$ cat src/rtl/quad_sweep_nco_if.sv
// Control/config and reference outputs exchanged between the register block
// (master) and the quadrature sweep NCO (slave).
interface quad_sweep_nco_if #(
    parameter int PHASE_W = 32,
    parameter int CNT_W   = 24,
    parameter int STEP_W  = 16
);
    logic                start;
    logic                abort;
    logic [PHASE_W-1:0]  ftw_start;
    logic [PHASE_W-1:0]  ftw_step;
    logic [STEP_W-1:0]   num_steps;
    logic [CNT_W-1:0]    dwell_cycles;
    logic signed [7:0]   ref_sig;
    logic signed [7:0]   ref_sig_q;
    logic                trigger;
    logic [PHASE_W-1:0]  ftw_current;
    logic [STEP_W-1:0]   step_index;
    logic                busy;
    logic                done;

    modport master (
        output start, abort, ftw_start, ftw_step, num_steps, dwell_cycles,
        input  ref_sig, ref_sig_q, trigger, ftw_current, step_index, busy, done
    );

    modport slave (
        input  start, abort, ftw_start, ftw_step, num_steps, dwell_cycles,
        output ref_sig, ref_sig_q, trigger, ftw_current, step_index, busy, done
    );
endinterface

$ cat src/rtl/quad_sweep_nco.sv
// Phase-accumulator NCO with quarter-wave sine LUT producing an I/Q reference
// pair, plus a sweep FSM that steps the tuning word and strobes trigger per dwell.
module quad_sweep_nco #(
    parameter int PHASE_W = 32,
    parameter int CNT_W   = 24,
    parameter int STEP_W  = 16
) (
    input  logic             clk,
    input  logic             reset_n,
    quad_sweep_nco_if.slave  bus
);

    typedef enum logic {IDLE, DWELL} state_t;

    state_t              state, state_next;
    logic [PHASE_W-1:0]  phase;
    logic [PHASE_W-1:0]  ftw, ftw_next;
    logic [CNT_W-1:0]    cnt, cnt_next;
    logic [CNT_W-1:0]    dwell_lat, dwell_lat_next;
    logic [STEP_W-1:0]   step, step_next;
    logic [STEP_W-1:0]   last_step, last_step_next;
    logic                trig, trig_next;
    logic                done_r, done_next;
    logic signed [7:0]   ref_i, ref_q;
    logic                accept;
    logic                dwell_end;
    logic                is_last;
    logic [7:0]          addr;

    function automatic logic [6:0] lut_entry(input logic [5:0] k);
        logic [6:0] v;
        v = '0;
        case (k)
            6'd0:  v = 7'd2;
            6'd1:  v = 7'd5;
            6'd2:  v = 7'd8;
            6'd3:  v = 7'd11;
            6'd4:  v = 7'd14;
            6'd5:  v = 7'd17;
            6'd6:  v = 7'd20;
            6'd7:  v = 7'd23;
            6'd8:  v = 7'd26;
            6'd9:  v = 7'd29;
            6'd10: v = 7'd32;
            6'd11: v = 7'd35;
            6'd12: v = 7'd38;
            6'd13: v = 7'd41;
            6'd14: v = 7'd44;
            6'd15: v = 7'd47;
            6'd16: v = 7'd50;
            6'd17: v = 7'd53;
            6'd18: v = 7'd56;
            6'd19: v = 7'd58;
            6'd20: v = 7'd61;
            6'd21: v = 7'd64;
            6'd22: v = 7'd67;
            6'd23: v = 7'd69;
            6'd24: v = 7'd72;
            6'd25: v = 7'd74;
            6'd26: v = 7'd77;
            6'd27: v = 7'd79;
            6'd28: v = 7'd82;
            6'd29: v = 7'd84;
            6'd30: v = 7'd86;
            6'd31: v = 7'd89;
            6'd32: v = 7'd91;
            6'd33: v = 7'd93;
            6'd34: v = 7'd95;
            6'd35: v = 7'd97;
            6'd36: v = 7'd99;
            6'd37: v = 7'd101;
            6'd38: v = 7'd103;
            6'd39: v = 7'd105;
            6'd40: v = 7'd106;
            6'd41: v = 7'd108;
            6'd42: v = 7'd110;
            6'd43: v = 7'd111;
            6'd44: v = 7'd113;
            6'd45: v = 7'd114;
            6'd46: v = 7'd115;
            6'd47: v = 7'd117;
            6'd48: v = 7'd118;
            6'd49: v = 7'd119;
            6'd50: v = 7'd120;
            6'd51: v = 7'd121;
            6'd52: v = 7'd122;
            6'd53: v = 7'd123;
            6'd54: v = 7'd124;
            6'd55: v = 7'd124;
            6'd56: v = 7'd125;
            6'd57: v = 7'd125;
            6'd58: v = 7'd126;
            6'd59: v = 7'd126;
            6'd60: v = 7'd127;
            6'd61: v = 7'd127;
            6'd62: v = 7'd127;
            6'd63: v = 7'd127;
            default: v = '0;
        endcase
        return v;
    endfunction

    // Odd quadrants read the table mirrored (63-k == ~k), upper half negates.
    function automatic logic [7:0] sine_of(input logic [7:0] a);
        logic [5:0] k;
        logic [7:0] mag;
        k   = a[6] ? ~a[5:0] : a[5:0];
        mag = {1'b0, lut_entry(k)};
        return a[7] ? (~mag + 8'd1) : mag;
    endfunction

    assign accept    = (state == IDLE) && bus.start && !bus.abort;
    assign dwell_end = (cnt == dwell_lat - CNT_W'(1));
    assign is_last   = (step == last_step);
    assign addr      = phase[PHASE_W-1 -: 8];

    // State and sweep registers
    always_ff @(posedge clk or negedge reset_n) begin
        if (!reset_n) begin
            state     <= IDLE;
            ftw       <= '0;
            cnt       <= '0;
            dwell_lat <= '0;
            step      <= '0;
            last_step <= '0;
            trig      <= 1'b0;
            done_r    <= 1'b0;
        end else begin
            state     <= state_next;
            ftw       <= ftw_next;
            cnt       <= cnt_next;
            dwell_lat <= dwell_lat_next;
            step      <= step_next;
            last_step <= last_step_next;
            trig      <= trig_next;
            done_r    <= done_next;
        end
    end

    always_comb begin
        state_next = state;
        case (state)
            IDLE:    if (accept) state_next = DWELL;
            DWELL: begin
                if (bus.abort)                 state_next = IDLE;
                else if (dwell_end && is_last) state_next = IDLE;
            end
            default: state_next = IDLE;
        endcase
    end

    always_comb begin
        ftw_next       = ftw;
        cnt_next       = cnt;
        dwell_lat_next = dwell_lat;
        step_next      = step;
        last_step_next = last_step;
        trig_next      = 1'b0;
        done_next      = 1'b0;
        case (state)
            IDLE: begin
                if (accept) begin
                    ftw_next       = bus.ftw_start;
                    cnt_next       = '0;
                    step_next      = '0;
                    trig_next      = 1'b1;
                    dwell_lat_next = (bus.dwell_cycles < CNT_W'(2)) ? CNT_W'(2) : bus.dwell_cycles;
                    // Stored as the index of the final step; zero steps means one.
                    last_step_next = (bus.num_steps == '0) ? '0 : bus.num_steps - STEP_W'(1);
                end
            end
            DWELL: begin
                if (!bus.abort) begin
                    if (dwell_end) begin
                        trig_next = 1'b1;
                        if (is_last) begin
                            done_next = 1'b1;
                        end else begin
                            ftw_next  = ftw + bus.ftw_step;
                            step_next = step + STEP_W'(1);
                            cnt_next  = '0;
                        end
                    end else begin
                        cnt_next = cnt + CNT_W'(1);
                    end
                end
            end
            default: ;
        endcase
    end

    // NCO runs in every state; only an accepted start realigns it.
    always_ff @(posedge clk or negedge reset_n) begin
        if (!reset_n) begin
            phase <= '0;
            ref_i <= '0;
            ref_q <= '0;
        end else begin
            phase <= accept ? '0 : phase + ftw;
            ref_i <= sine_of(addr);
            ref_q <= sine_of(addr + 8'd64);
        end
    end

    assign bus.ref_sig     = ref_i;
    assign bus.ref_sig_q   = ref_q;
    assign bus.trigger     = trig;
    assign bus.done        = done_r;
    assign bus.ftw_current = ftw;
    assign bus.step_index  = step;
    assign bus.busy        = (state == DWELL);

endmodule

$ cat src/flat_wrapper.sv
// flat-port wrapper written by rule: the top's interface ports become plain ports
module quad_sweep_nco_flat 
#(
    parameter int PHASE_W = 32,
    parameter int CNT_W   = 24,
    parameter int STEP_W  = 16
)
  (clk, reset_n, bus_start, bus_abort, bus_ftw_start, bus_ftw_step, bus_num_steps, bus_dwell_cycles, bus_ref_sig, bus_ref_sig_q, bus_trigger, bus_ftw_current, bus_step_index, bus_busy, bus_done);
  quad_sweep_nco_if #(.PHASE_W(PHASE_W), .CNT_W(CNT_W), .STEP_W(STEP_W)) bus_i ();
  input  logic clk;
  input  logic reset_n;
  input wire logic [$bits(bus_i.start)-1:0] bus_start;
  input wire logic [$bits(bus_i.abort)-1:0] bus_abort;
  input wire logic [$bits(bus_i.ftw_start)-1:0] bus_ftw_start;
  input wire logic [$bits(bus_i.ftw_step)-1:0] bus_ftw_step;
  input wire logic [$bits(bus_i.num_steps)-1:0] bus_num_steps;
  input wire logic [$bits(bus_i.dwell_cycles)-1:0] bus_dwell_cycles;
  output wire logic [$bits(bus_i.ref_sig)-1:0] bus_ref_sig;
  output wire logic [$bits(bus_i.ref_sig_q)-1:0] bus_ref_sig_q;
  output wire logic [$bits(bus_i.trigger)-1:0] bus_trigger;
  output wire logic [$bits(bus_i.ftw_current)-1:0] bus_ftw_current;
  output wire logic [$bits(bus_i.step_index)-1:0] bus_step_index;
  output wire logic [$bits(bus_i.busy)-1:0] bus_busy;
  output wire logic [$bits(bus_i.done)-1:0] bus_done;
  assign bus_i.start = bus_start;
  assign bus_i.abort = bus_abort;
  assign bus_i.ftw_start = bus_ftw_start;
  assign bus_i.ftw_step = bus_ftw_step;
  assign bus_i.num_steps = bus_num_steps;
  assign bus_i.dwell_cycles = bus_dwell_cycles;
  assign bus_ref_sig = bus_i.ref_sig;
  assign bus_ref_sig_q = bus_i.ref_sig_q;
  assign bus_trigger = bus_i.trigger;
  assign bus_ftw_current = bus_i.ftw_current;
  assign bus_step_index = bus_i.step_index;
  assign bus_busy = bus_i.busy;
  assign bus_done = bus_i.done;
  quad_sweep_nco #(.PHASE_W(PHASE_W), .CNT_W(CNT_W), .STEP_W(STEP_W)) u_core (.clk(clk), .reset_n(reset_n), .bus(bus_i));
endmodule
$ cat config.mk
export PLATFORM = sky130hd
export DESIGN_NAME = quad_sweep_nco_flat
export DESIGN_NICKNAME = d
export VERILOG_FILES = /design/src/rtl/quad_sweep_nco_if.sv /design/src/rtl/quad_sweep_nco.sv /design/src/flat_wrapper.sv
export SDC_FILE = /design/constraint.sdc
export NUM_CORES = 1
export LEC_CHECK = 0
export CELL_PAD_IN_SITES_DETAIL_PLACEMENT = 1
export CELL_PAD_IN_SITES_GLOBAL_PLACEMENT = 1
export CORE_MARGIN = 4
export CORE_UTILIZATION = 25
export DETAILED_ROUTE_END_ITERATION = 10
export PLACE_DENSITY_LB_ADDON = 0.3
export SETUP_SLACK_MARGIN = 0.2
export SKIP_LAST_GASP = 1
export SLEW_MARGIN = 20
export SYNTH_ARGS = -nofsm -noshare
export SYNTH_HDL_FRONTEND = slang
export SYNTH_SLANG_ARGS = --single-unit
$ cat constraint.sdc
create_clock -name clk -period 6.05 [get_ports clk]
set_input_delay 0.9075 -clock clk [delete_from_list [all_inputs] [get_ports clk]]
set_output_delay 0.9075 -clock clk [all_outputs]
set_load 0.01 [all_outputs]
==> results of run 1 <==
-- Yosys cell counts, types with 8 or more instances --
cell type and n:
xor2_1 59, a21oi_1 99, and3_1 20, xnor2_1 102, clkbuf_1 53, o211ai_1 13
nor2b_1 16, dfrtp_1 163, a21o_1 35, o21a_1 8, nor2_1 156, nand3b_1 8
nand2b_1 11, nand4_1 18, mux2i_1 22, nor4_1 24, or3_1 19, ha_1 80
nor3_1 36, a31oi_1 24, or4_1 9, a211oi_1 18, o31ai_1 8, buf_2 12
nand3_1 41, o21ai_0 90, inv_1 34, nand2_1 167, o22ai_1 8
-- through the flow --
step,util [%],power [mW],worst slack [ns],instance area [um2]
6_report,31.7,7.68,1.44,15100
5_1_grt,31.7,8.45,1.09,15100
3_3_place_gp,30.4,6.43,1.35,14500
2_1_floorplan,-,5.10,2.51,12100
3_5_place_dp,30.4,6.56,1.26,14500
4_1_cts,31.7,7.78,1.36,15100
-- worst max-delay path: stages (launching register included) --
cell      delay [ns]
dfrtp_1         0.46
inv_1           0.11
ha_1            0.31
or4b_1          0.62
nor4_1          0.53
a21boi_1        0.24
nor3_1          0.07
buf_4           0.17
or4_1           0.52
o21ai_4         0.76
buf_4           0.35
nand2_1         0.08
mux2i_1         0.15
a21oi_1         0.09
-- final cells by class --
class,instances,area [um2]
diodes,1,2.50
clock inverters,11,153
repair buffers,195,1920
well taps,615,769
multi-input cells,1179,7640
inverters,37,139
fillers,5593,32600
flip-flops and latches,163,4080
clock buffers,19,443
-- registers in the layout, summed over array words and instances (netlist names) --
name,count
u_core.phase,32
u_core.bus.step_index,16
u_core.bus.ftw_current,32
u_core.bus.ref_sig,8
u_core.cnt,24
u_core.bus.busy,1
u_core.dwell_lat,24
u_core.bus.done,1
u_core.bus.trigger,1
u_core.last_step,16
u_core.bus.ref_sig_q,8
-- how the worst min path moves through the flow --
stage                              start                   end  slack, ns  depth (start not counted)
floorplan           u_core.dwell_lat[23]  u_core.dwell_lat[23]       0.47                          2
global placement    u_core.last_step[13]  u_core.last_step[13]       0.49                          2
detailed placement  u_core.last_step[10]  u_core.last_step[10]       0.50                          2
CTS                              reset_n   u_core.last_step[1]       0.50                          1
global route                     reset_n   u_core.last_step[1]       0.53                          1
finish                           reset_n   u_core.last_step[1]       0.49                          1
-- cells by family after synthesis --
kind of cell	count (synthesis)	share of synthesized area [%]
flops	163	33.7
compound gates	352	18.1
simple gates	558	22.3
fa+ha+maj	82	8.61
buf+inv	106	3.48
xor+xnor	161	11.7
mux	26	2.19
-- routing by layer --
metal | up-vias | GRT usage [%] | share of wire, %
li1 | 5449 | - | -
met1 | 5550 | 21.9 | 49
met2 | 162 | 25.8 | 46
met3 | 20 | 4.13 | 4.2
met4 | 8 | 2.28 | 0.58
met5 | - | 0 | 0.099
-- placed cells by master (no fill, tap or decap), types with 20 or more instances in the layout --
cell type | netlist | layout
o21ai_0 | 90 | 90
mux2i_1 | 22 | 22
nor3_1 | 36 | 36
nor4_1 | 24 | 24
clkdlybuf4s50_1 | 0 | 173
and3_1 | 20 | 20
a31oi_1 | 24 | 24
dfrtp_1 | 163 | 162
nand3_1 | 41 | 41
xor2_1 | 59 | 59
a21o_1 | 35 | 35
xnor2_1 | 102 | 100
ha_1 | 80 | 80
nand2_1 | 167 | 167
nor2_1 | 156 | 156
a21oi_1 | 99 | 99
inv_1 | 34 | 34
-- power groups by stage --
stage / combinational [mW] / clock (mW) / sequential (mW)
after global placement: 4.70 / 0 / 1.73
after detailed placement: 4.82 / 0 / 1.73
after CTS: 4.86 / 1.20 / 1.72
final: 4.81 / 1.16 / 1.71
after global routing: 5.45 / 1.24 / 1.76
after floorplan: 3.45 / 0 / 1.65
==> flow_metrics.env, run 1 <==
export IMPL_status="finished, final reports clean"
export IMPL_report_final_slew_viol_count=0
export IMPL_synth_nets=1638
export IMPL_fmax_mhz=217
export IMPL_yosysUniqueCellTypes=73
export IMPL_rsz0062_at_grt="false"
export IMPL_drive_gt1_share_pct=4.61
export IMPL_coreArea_um2=47700
export IMPL_io_buffers=174
export IMPL_seq_area_frac_synth_pct=33.7
export IMPL_finClkSkew_ns=0.0154
export IMPL_max_slew_worst_pin_slew_ns=0.992
export IMPL_ctsHoldBuffers=0
export IMPL_ant_nets=0
export IMPL_critPathMaxFanout=31
export IMPL_hold_path_class="primary input to async pin"
export IMPL_cts_buffers=17
export IMPL_start_kind="flip-flop"
export IMPL_first_global_vias=11900
export IMPL_fin_cells=2220
export IMPL_power_frac_clock_pct=15.0
export IMPL_grt_start_max_net_pins=71
export IMPL_r2r_end="u_core.bus.ftw_current[31]"
export IMPL_fin_hold_ws_ns=0.487
export IMPL_root_buffer="clkbuf_16"
export IMPL_cp_required_ns=6.35
export IMPL_clkTransAtPathRegs_ns=0.07
export IMPL_cts_tree="yes"
export IMPL_netlist_top_cells_area="dfrtp_1, ha_1, xnor2_1"
export IMPL_dieArea_um2=52000
export IMPL_cts_buffer_depth=2
export IMPL_r2r_cells=13
export IMPL_post_route_period_util_pct=76.1
export IMPL_ys_flop_type="dfrtp_1"
export IMPL_cts_resized=0
export IMPL_end_kind="flip-flop"
export IMPL_gp_congestion=0.795
export IMPL_ir_drop_v=0.000225
export IMPL_async_flop_share_pct=100
export IMPL_start_util_pct=25.3
export IMPL_die_y_um=228
export IMPL_route_detailed_drc=0
export IMPL_wl_per_cell_um=18.7
export IMPL_relSlewSlack_pct=33.6
export IMPL_p_leak_nw=6.26
export IMPL_cap_violations=0
export IMPL_tns_ns=0
export IMPL_power_per_cell_area_nw_per_um2=507
export IMPL_grt_overflow_total=0
export IMPL_io_pins=175
export IMPL_rows=80
export IMPL_r2r_start="u_core.dwell_lat[0]"
export IMPL_swShare_pct=46.6
export IMPL_crit_start="u_core.dwell_lat[0]"
export IMPL_placed_cells=2188
export IMPL_synth_edf_count=0
export IMPL_syn_area_um2=12100
export IMPL_crit_type="flip-flop to flip-flop"
export IMPL_antenna_found_initial=5
export IMPL_hold_viol=0
export IMPL_synth_seq_cells=163
export IMPL_crit_arrival_ns=4.91
export IMPL_clk_latency_ns=0.45
export IMPL_grt_use_total_pct=15.9
export IMPL_synth_area_leader_cell="dfrtp_1"
export IMPL_post_route_min_period_ns=4.61
export IMPL_drt_first_pass_iters=5
export IMPL_layout_nets=1783
export IMPL_dp_hpwl_mm=31.2
export IMPL_r2r_slack_ns=1.44
export IMPL_fp_dieW_um=228
export IMPL_intPower_mw=4.10
export IMPL_pwr_share_comb_pct=62.7
export IMPL_seq_power_share_pct=22.3
export IMPL_avgSynthCellArea_um2=8.35
export IMPL_synth_top_area_share_pct=33.7
export IMPL_netlist_instances=1448
export IMPL_avgViaCountPerCell=5.04
export IMPL_ys_warnings_count=0
export IMPL_routed_wl_mm=41.5
export IMPL_crit_end="u_core.bus.ftw_current[31]"
export IMPL_syn_to_final_growth_pct=25.2
export IMPL_switching_power_mw=3.58
export IMPL_post_cts_setup_buffers=0
export IMPL_cts_htree_levels=4
export IMPL_vias=11200
export IMPL_initialDrtViolationCount=478
export IMPL_grt_pass1_wl_mm=67.4
export IMPL_cts_sinks=163
export IMPL_setup_violations=0
(Power assumes the default switching activity.)
==> inputs of run 2 (changes only) <==
Clock period 6.05 ns to 4.8 ns, I/O delays scaled along.
==> run 2 against run 1 <==
Net effect:
- die area unchanged
- maximum frequency up 13%
- sequential power up 26%
- design area up 0.27%
- setup slack worse by 0.72 ns
- utilization up 0.086 points
- clock power up 24%
- register-to-register slack worse by 0.72 ns
- final cell count up 0.18%
- via count up 0.16%
==> flow_metrics.env, run 2 (synthesized netlist as in run 1, its figures left out) <==
export IMPL_status="finished, final reports clean"
export IMPL_critPathMaxFanout=58
export IMPL_fp_dieW_um=228
export IMPL_start_util_pct=25.3
export IMPL_max_slew_worst_pin_slew_ns=1.04
export IMPL_post_route_min_period_ns=4.08
export IMPL_drive_gt1_share_pct=4.73
export IMPL_grt_start_max_net_pins=99
export IMPL_tns_ns=0
export IMPL_start_kind="flip-flop"
export IMPL_setup_violations=0
export IMPL_first_global_vias=11700
export IMPL_io_pins=175
export IMPL_gr_usage_met2_pct=24.9
export IMPL_dieArea_um2=52000
export IMPL_cp_required_ns=5.14
export IMPL_cap_violations=0
export IMPL_post_route_period_util_pct=84.9
export IMPL_clk_latency_ns=0.46
export IMPL_rows=80
export IMPL_wl_per_cell_um=18.3
export IMPL_fillers=5597
export IMPL_power_mw=9.66
export IMPL_relSlewSlack_pct=30.1
export IMPL_intPower_mw=5.18
export IMPL_cts_htree_levels=4
export IMPL_grt_use_total_pct=15.6
export IMPL_crit_type="flip-flop to flip-flop"
export IMPL_finClkSkew_ns=0.0169
export IMPL_cts_sinks=163
export IMPL_use_met1_pct=21.7
export IMPL_dp_hpwl_mm=30.7
export IMPL_coreArea_um2=47700
export IMPL_gp_congestion=0.816
export IMPL_final_cell_mix="clkdlybuf4s50_1, nand2_1, dfrtp_1, nor2_1, xnor2_1"
export IMPL_report_final_slew_viol_count=0
export IMPL_die_y_um=228
export IMPL_mostFrequentLayoutCell="clkdlybuf4s50_1"
export IMPL_swShare_pct=46.4
export IMPL_syn_to_final_growth_pct=25.6
export IMPL_cts_tree="yes"
export IMPL_cts_buffer_depth=2
export IMPL_hold_path_class="primary input to async pin"
export IMPL_end_kind="flip-flop"
export IMPL_vias=11200
export IMPL_pwr_share_comb_pct=62.9
export IMPL_r2r_end="u_core.bus.step_index[12]"
export IMPL_fin_hold_ws_ns=0.179
export IMPL_grt_overflow_total=0
export IMPL_initialDrtViolationCount=635
export IMPL_root_buffer="clkbuf_16"
export IMPL_routed_wl_mm=40.6
export IMPL_layout_nets=1786
export IMPL_placed_area_um2=14600
export IMPL_ir_drop_v=0.000283
export IMPL_io_buffers=174
export IMPL_hold_viol=0
export IMPL_seq_power_share_pct=22.2
export IMPL_ant_nets=0
export IMPL_rsz0062_at_grt="false"
export IMPL_grt_pass1_wl_mm=66.1
export IMPL_p_leak_nw=6.28
export IMPL_crit_arrival_ns=4.41
export IMPL_power_frac_clock_pct=14.9
export IMPL_r2r_start="u_core.dwell_lat[0]"
export IMPL_fin_area_um2=15200
export IMPL_fin_cells=2224
export IMPL_avgViaCountPerCell=5.04
export IMPL_placed_cells=2191
export IMPL_r2r_slack_ns=0.72
export IMPL_power_per_cell_area_nw_per_um2=636
export IMPL_cts_buffers=17
export IMPL_antenna_found_initial=5
export IMPL_route_detailed_drc=0
export IMPL_drt_first_pass_iters=5
export IMPL_cts_resized=0
export IMPL_fmax_mhz=245
export IMPL_switching_power_mw=4.48
export IMPL_r2r_cells=14
export IMPL_grt_busiest_layer="met2"
export IMPL_clkTransAtPathRegs_ns=0.07
export IMPL_post_cts_setup_buffers=0
export IMPL_ctsHoldBuffers=0
export IMPL_met3_usage_pct=3.99
run 2: worst max path at each step:
stage	startpoint	endpoint	slack, ns
2_1_floorplan	u_core.dwell_lat[0]	u_core.bus.ftw_current[21]	1.26
3_3_place_gp	bus_ftw_step[0]	u_core.bus.ftw_current[30]	0.54
3_5_place_dp	bus_ftw_step[0]	u_core.bus.ftw_current[30]	0.44
4_1_cts	u_core.dwell_lat[0]	u_core.bus.step_index[12]	0.71
5_1_grt	u_core.dwell_lat[0]	u_core.bus.step_index[6]	0.45
6_report	u_core.dwell_lat[0]	u_core.bus.step_index[12]	0.72
run 2: power groups by stage:
stage	clock [mW]	sequential (mW)	combinational, mW
after detailed placement	0	2.18	6.09
after global placement	0	2.17	5.95
final	1.44	2.15	6.08
after global routing	1.56	2.20	6.90
after floorplan	0	2.08	4.35
after CTS	1.50	2.16	6.12
run 2: metrics by stage:
step           setup slack, ns  utilization (%)
2_1_floorplan             1.26                -
3_3_place_gp             0.544             30.5
3_5_place_dp             0.442             30.5
4_1_cts                  0.706             31.7
5_1_grt                  0.455             31.8
6_report                 0.723             31.8
run 2: worst max-delay path, stage by stage (launching register included):
cell and delay [ns]:
dfrtp_1 0.47, inv_1 0.11, ha_1 0.33, or4b_1 0.63
nor4_1 0.27, buf_4 0.19, a21boi_1 0.15, nor3_1 0.12
buf_4 0.19, or4_1 0.51, o21ai_4 0.19, buf_12 0.25
nor4b_4 0.27, xnor2_1 0.14, nor2_1 0.05
run 2: routing by layer:
metal  wire [um]  up-vias
li1            -     5455
met5          66        -
met2       18500      165
met1       19900     5556
met4         350        8
met3        1820       23
run 2: final cells by class:
cell class / instances / area, um2 / area share [%]
diodes: 1 / 2.50 / 0.0165
clock buffers: 21 / 450 / 2.97
repair buffers: 198 / 1970 / 13.0
multi-input cells: 1179 / 7640 / 50.3
flip-flops and latches: 163 / 4080 / 26.9
clock inverters: 10 / 135 / 0.890
inverters: 37 / 139 / 0.915
well taps: 615 / 769 / 5.07
==> inputs of run 3 (changes only) <==
Clock period 4.8 ns to 3.4 ns, I/O delays scaled along.
==> run 3 against run 2 <==
Net effect:
- the flow now finishes with violations (setup timing)
- critical endpoint is now u_core.bus.step_index[0]
- clock power rose by 44%
- register-to-register slack worse by 0.73 ns
- design area up 13%
- setup slack got worse by 0.73 ns
- highest routed layer unchanged
==> flow_metrics.env, run 3 (synthesized netlist as in run 1, its figures left out) <==
export IMPL_status="complete, but fails checks"
export IMPL_violations="setup timing"
export IMPL_cp_slowest_cell="or4_4"
export IMPL_placed_area_um2=15400
export IMPL_diodes=0
export IMPL_cts_htree_levels=4
export IMPL_report_final_slew_viol_count=0
export IMPL_first_global_vias=12300
export IMPL_root_buffer="clkbuf_16"
export IMPL_cts_tree="yes"
export IMPL_ir_drop_v=0.000431
export IMPL_seq_power_share_pct=19.9
export IMPL_gp_congestion=0.837
export IMPL_rows=80
export IMPL_switching_power_mw=6.85
export IMPL_cts_sinks=163
export IMPL_max_slew_worst_pin_slew_ns=0.943
export IMPL_fmax_mhz=294
export IMPL_cpMostUsedCell="or4_4"
export IMPL_avgViaCountPerCell=4.99
export IMPL_placed_cells=2287
export IMPL_pwr_share_comb_pct=66.3
export IMPL_dp_hpwl_mm=31.9
export IMPL_tns_ns=-0.00574
export IMPL_die_y_um=228
export IMPL_r2r_slack_ns=-0.006
export IMPL_grt_overflow_total=0
export IMPL_routed_wl_mm=43.3
export IMPL_start_kind="flip-flop"
export IMPL_crit_arrival_ns=3.78
export IMPL_ant_nets=0
export IMPL_clk_latency_ns=0.49
export IMPL_intPower_mw=8.23
export IMPL_coreArea_um2=47700
export IMPL_finClkSkew_ns=0.0196
export IMPL_rsz0062_at_grt="true"
export IMPL_dieArea_um2=52000
export IMPL_end_kind="flip-flop"
export IMPL_cts_buffers=17
export IMPL_drt_first_pass_iters=4
export IMPL_grt_pass1_wl_mm=68.1
export IMPL_io_pins=175
export IMPL_route_detailed_drc=0
export IMPL_grt_start_max_net_pins=81
export IMPL_grt_use_total_pct=16.2
export IMPL_clkTransAtPathRegs_ns=0.06
export IMPL_setup_violations=1
export IMPL_p_leak_nw=7.21
export IMPL_cap_violations=0
export IMPL_io_buffers=174
export IMPL_crit_path_cell_trace="or4_4 -> or2_4 -> or4_4 -> a21boi_4 -> nor3_4 -> or4_4 -> o21ai_4 -> buf_12 -> buf_12 -> clkbuf_16 -> mux2_4"
export IMPL_post_route_min_period_ns=3.41
export IMPL_crit_type="flip-flop to flip-flop"
export IMPL_cp_required_ns=3.77
export IMPL_vias=11800
export IMPL_initialDrtViolationCount=578
export IMPL_worst_slack_ns=-0.00574
export IMPL_antenna_found_initial=4
export IMPL_fp_dieW_um=228
export IMPL_fillers=5554
export IMPL_post_route_period_util_pct=100
export IMPL_start_util_pct=25.3
export IMPL_hold_path_class="primary input to async pin"
export IMPL_power_mw=15.1
export IMPL_fin_cells=2356
export IMPL_relSlewSlack_pct=36.8
export IMPL_power_per_cell_area_nw_per_um2=875
export IMPL_mostFrequentLayoutCell="clkdlybuf4s50_1"
export IMPL_drive_gt1_share_pct=19.2
export IMPL_power_frac_clock_pct=13.8
export IMPL_final_cell_mix="clkdlybuf4s50_1, nand2_1, dfrtp_1, nor2_1, buf_4"
export IMPL_layout_nets=1918
export IMPL_cts_buffer_depth=2
export IMPL_critPathMaxFanout=5
export IMPL_fin_hold_ws_ns=0.0811
export IMPL_multi_input_area_um2=8420
export IMPL_hold_viol=0
export IMPL_seq_area_um2=4080
export IMPL_syn_to_final_growth_pct=42.4
export IMPL_max_stage_delay_ns=0.55
export IMPL_wl_per_cell_um=18.4
export IMPL_swShare_pct=45.4
export IMPL_fin_area_um2=17200
## run 3: worst paths after layout
kind,startpoint,to,depth (start not counted)
min reg2reg,u_core.last_step[0],u_core.last_step[0],2
min in group clk,u_core.last_step[0],u_core.last_step[0],2
min,reset_n,u_core.last_step[1],1
max in group asynchronous,reset_n,u_core.cnt[13],2
max reg2reg,u_core.dwell_lat[15],u_core.bus.step_index[0],11
max,u_core.dwell_lat[15],u_core.bus.step_index[0],11
## run 3: what timing repair did
action	CTS	global route
endpoints found under the hold margin	0	0
hold buffers	0	0
pin swaps	11	64
gates resized for setup	54	149
buffers inserted	10	19
endpoints found under the setup margin	83	89
cloned	5	3
## run 3: critical path: cells and delay by family, from the launching register on
family | cells | cell delay, ns
simple gates | 5 | 1.85
buf+inv | 3 | 0.40
flops | 1 | 0.38
compound gates | 2 | 0.36
mux | 1 | 0.29
## run 3: per-layer routing
metal	share of wire (%)	wire (um)	vias to the layer above	track usage, %
met5	0.12	50	-	0
li1	-	-	5743	-
met2	47	20300	185	26.7
met1	47	20400	5781	21.3
met3	4.3	1850	43	4.24
met4	1.6	702	8	4.17
## run 3: area by class of cell
class	count	share of cell area, %
well taps	615	4.47
inverters	37	0.821
clock inverters	8	0.559
clock buffers	24	2.97
flip-flops and latches	163	23.7
repair buffers	329	18.6
multi-input cells	1180	48.9
## run 3: stage by stage
step | utilization, % | setup slack [ns]
5_1_grt | 36.1 | -0.125
6_report | 36.1 | -0.00574
2_1_floorplan | - | 0.0728
3_5_place_dp | 32.2 | -0.503
4_1_cts | 34.3 | 0.0315
3_3_place_gp | 32.2 | -0.434
## run 3: power groups by stage
stage          combinational (mW)  clock, mW  sequential (mW)
6_report                     10.0       2.07             3.00
2_1_floorplan                6.18          0             2.93
4_1_cts                      9.47       2.15             2.98
3_5_place_dp                 9.23          0             2.99
5_1_grt                      11.2       2.21             3.07
3_3_place_gp                 9.00          0             2.98
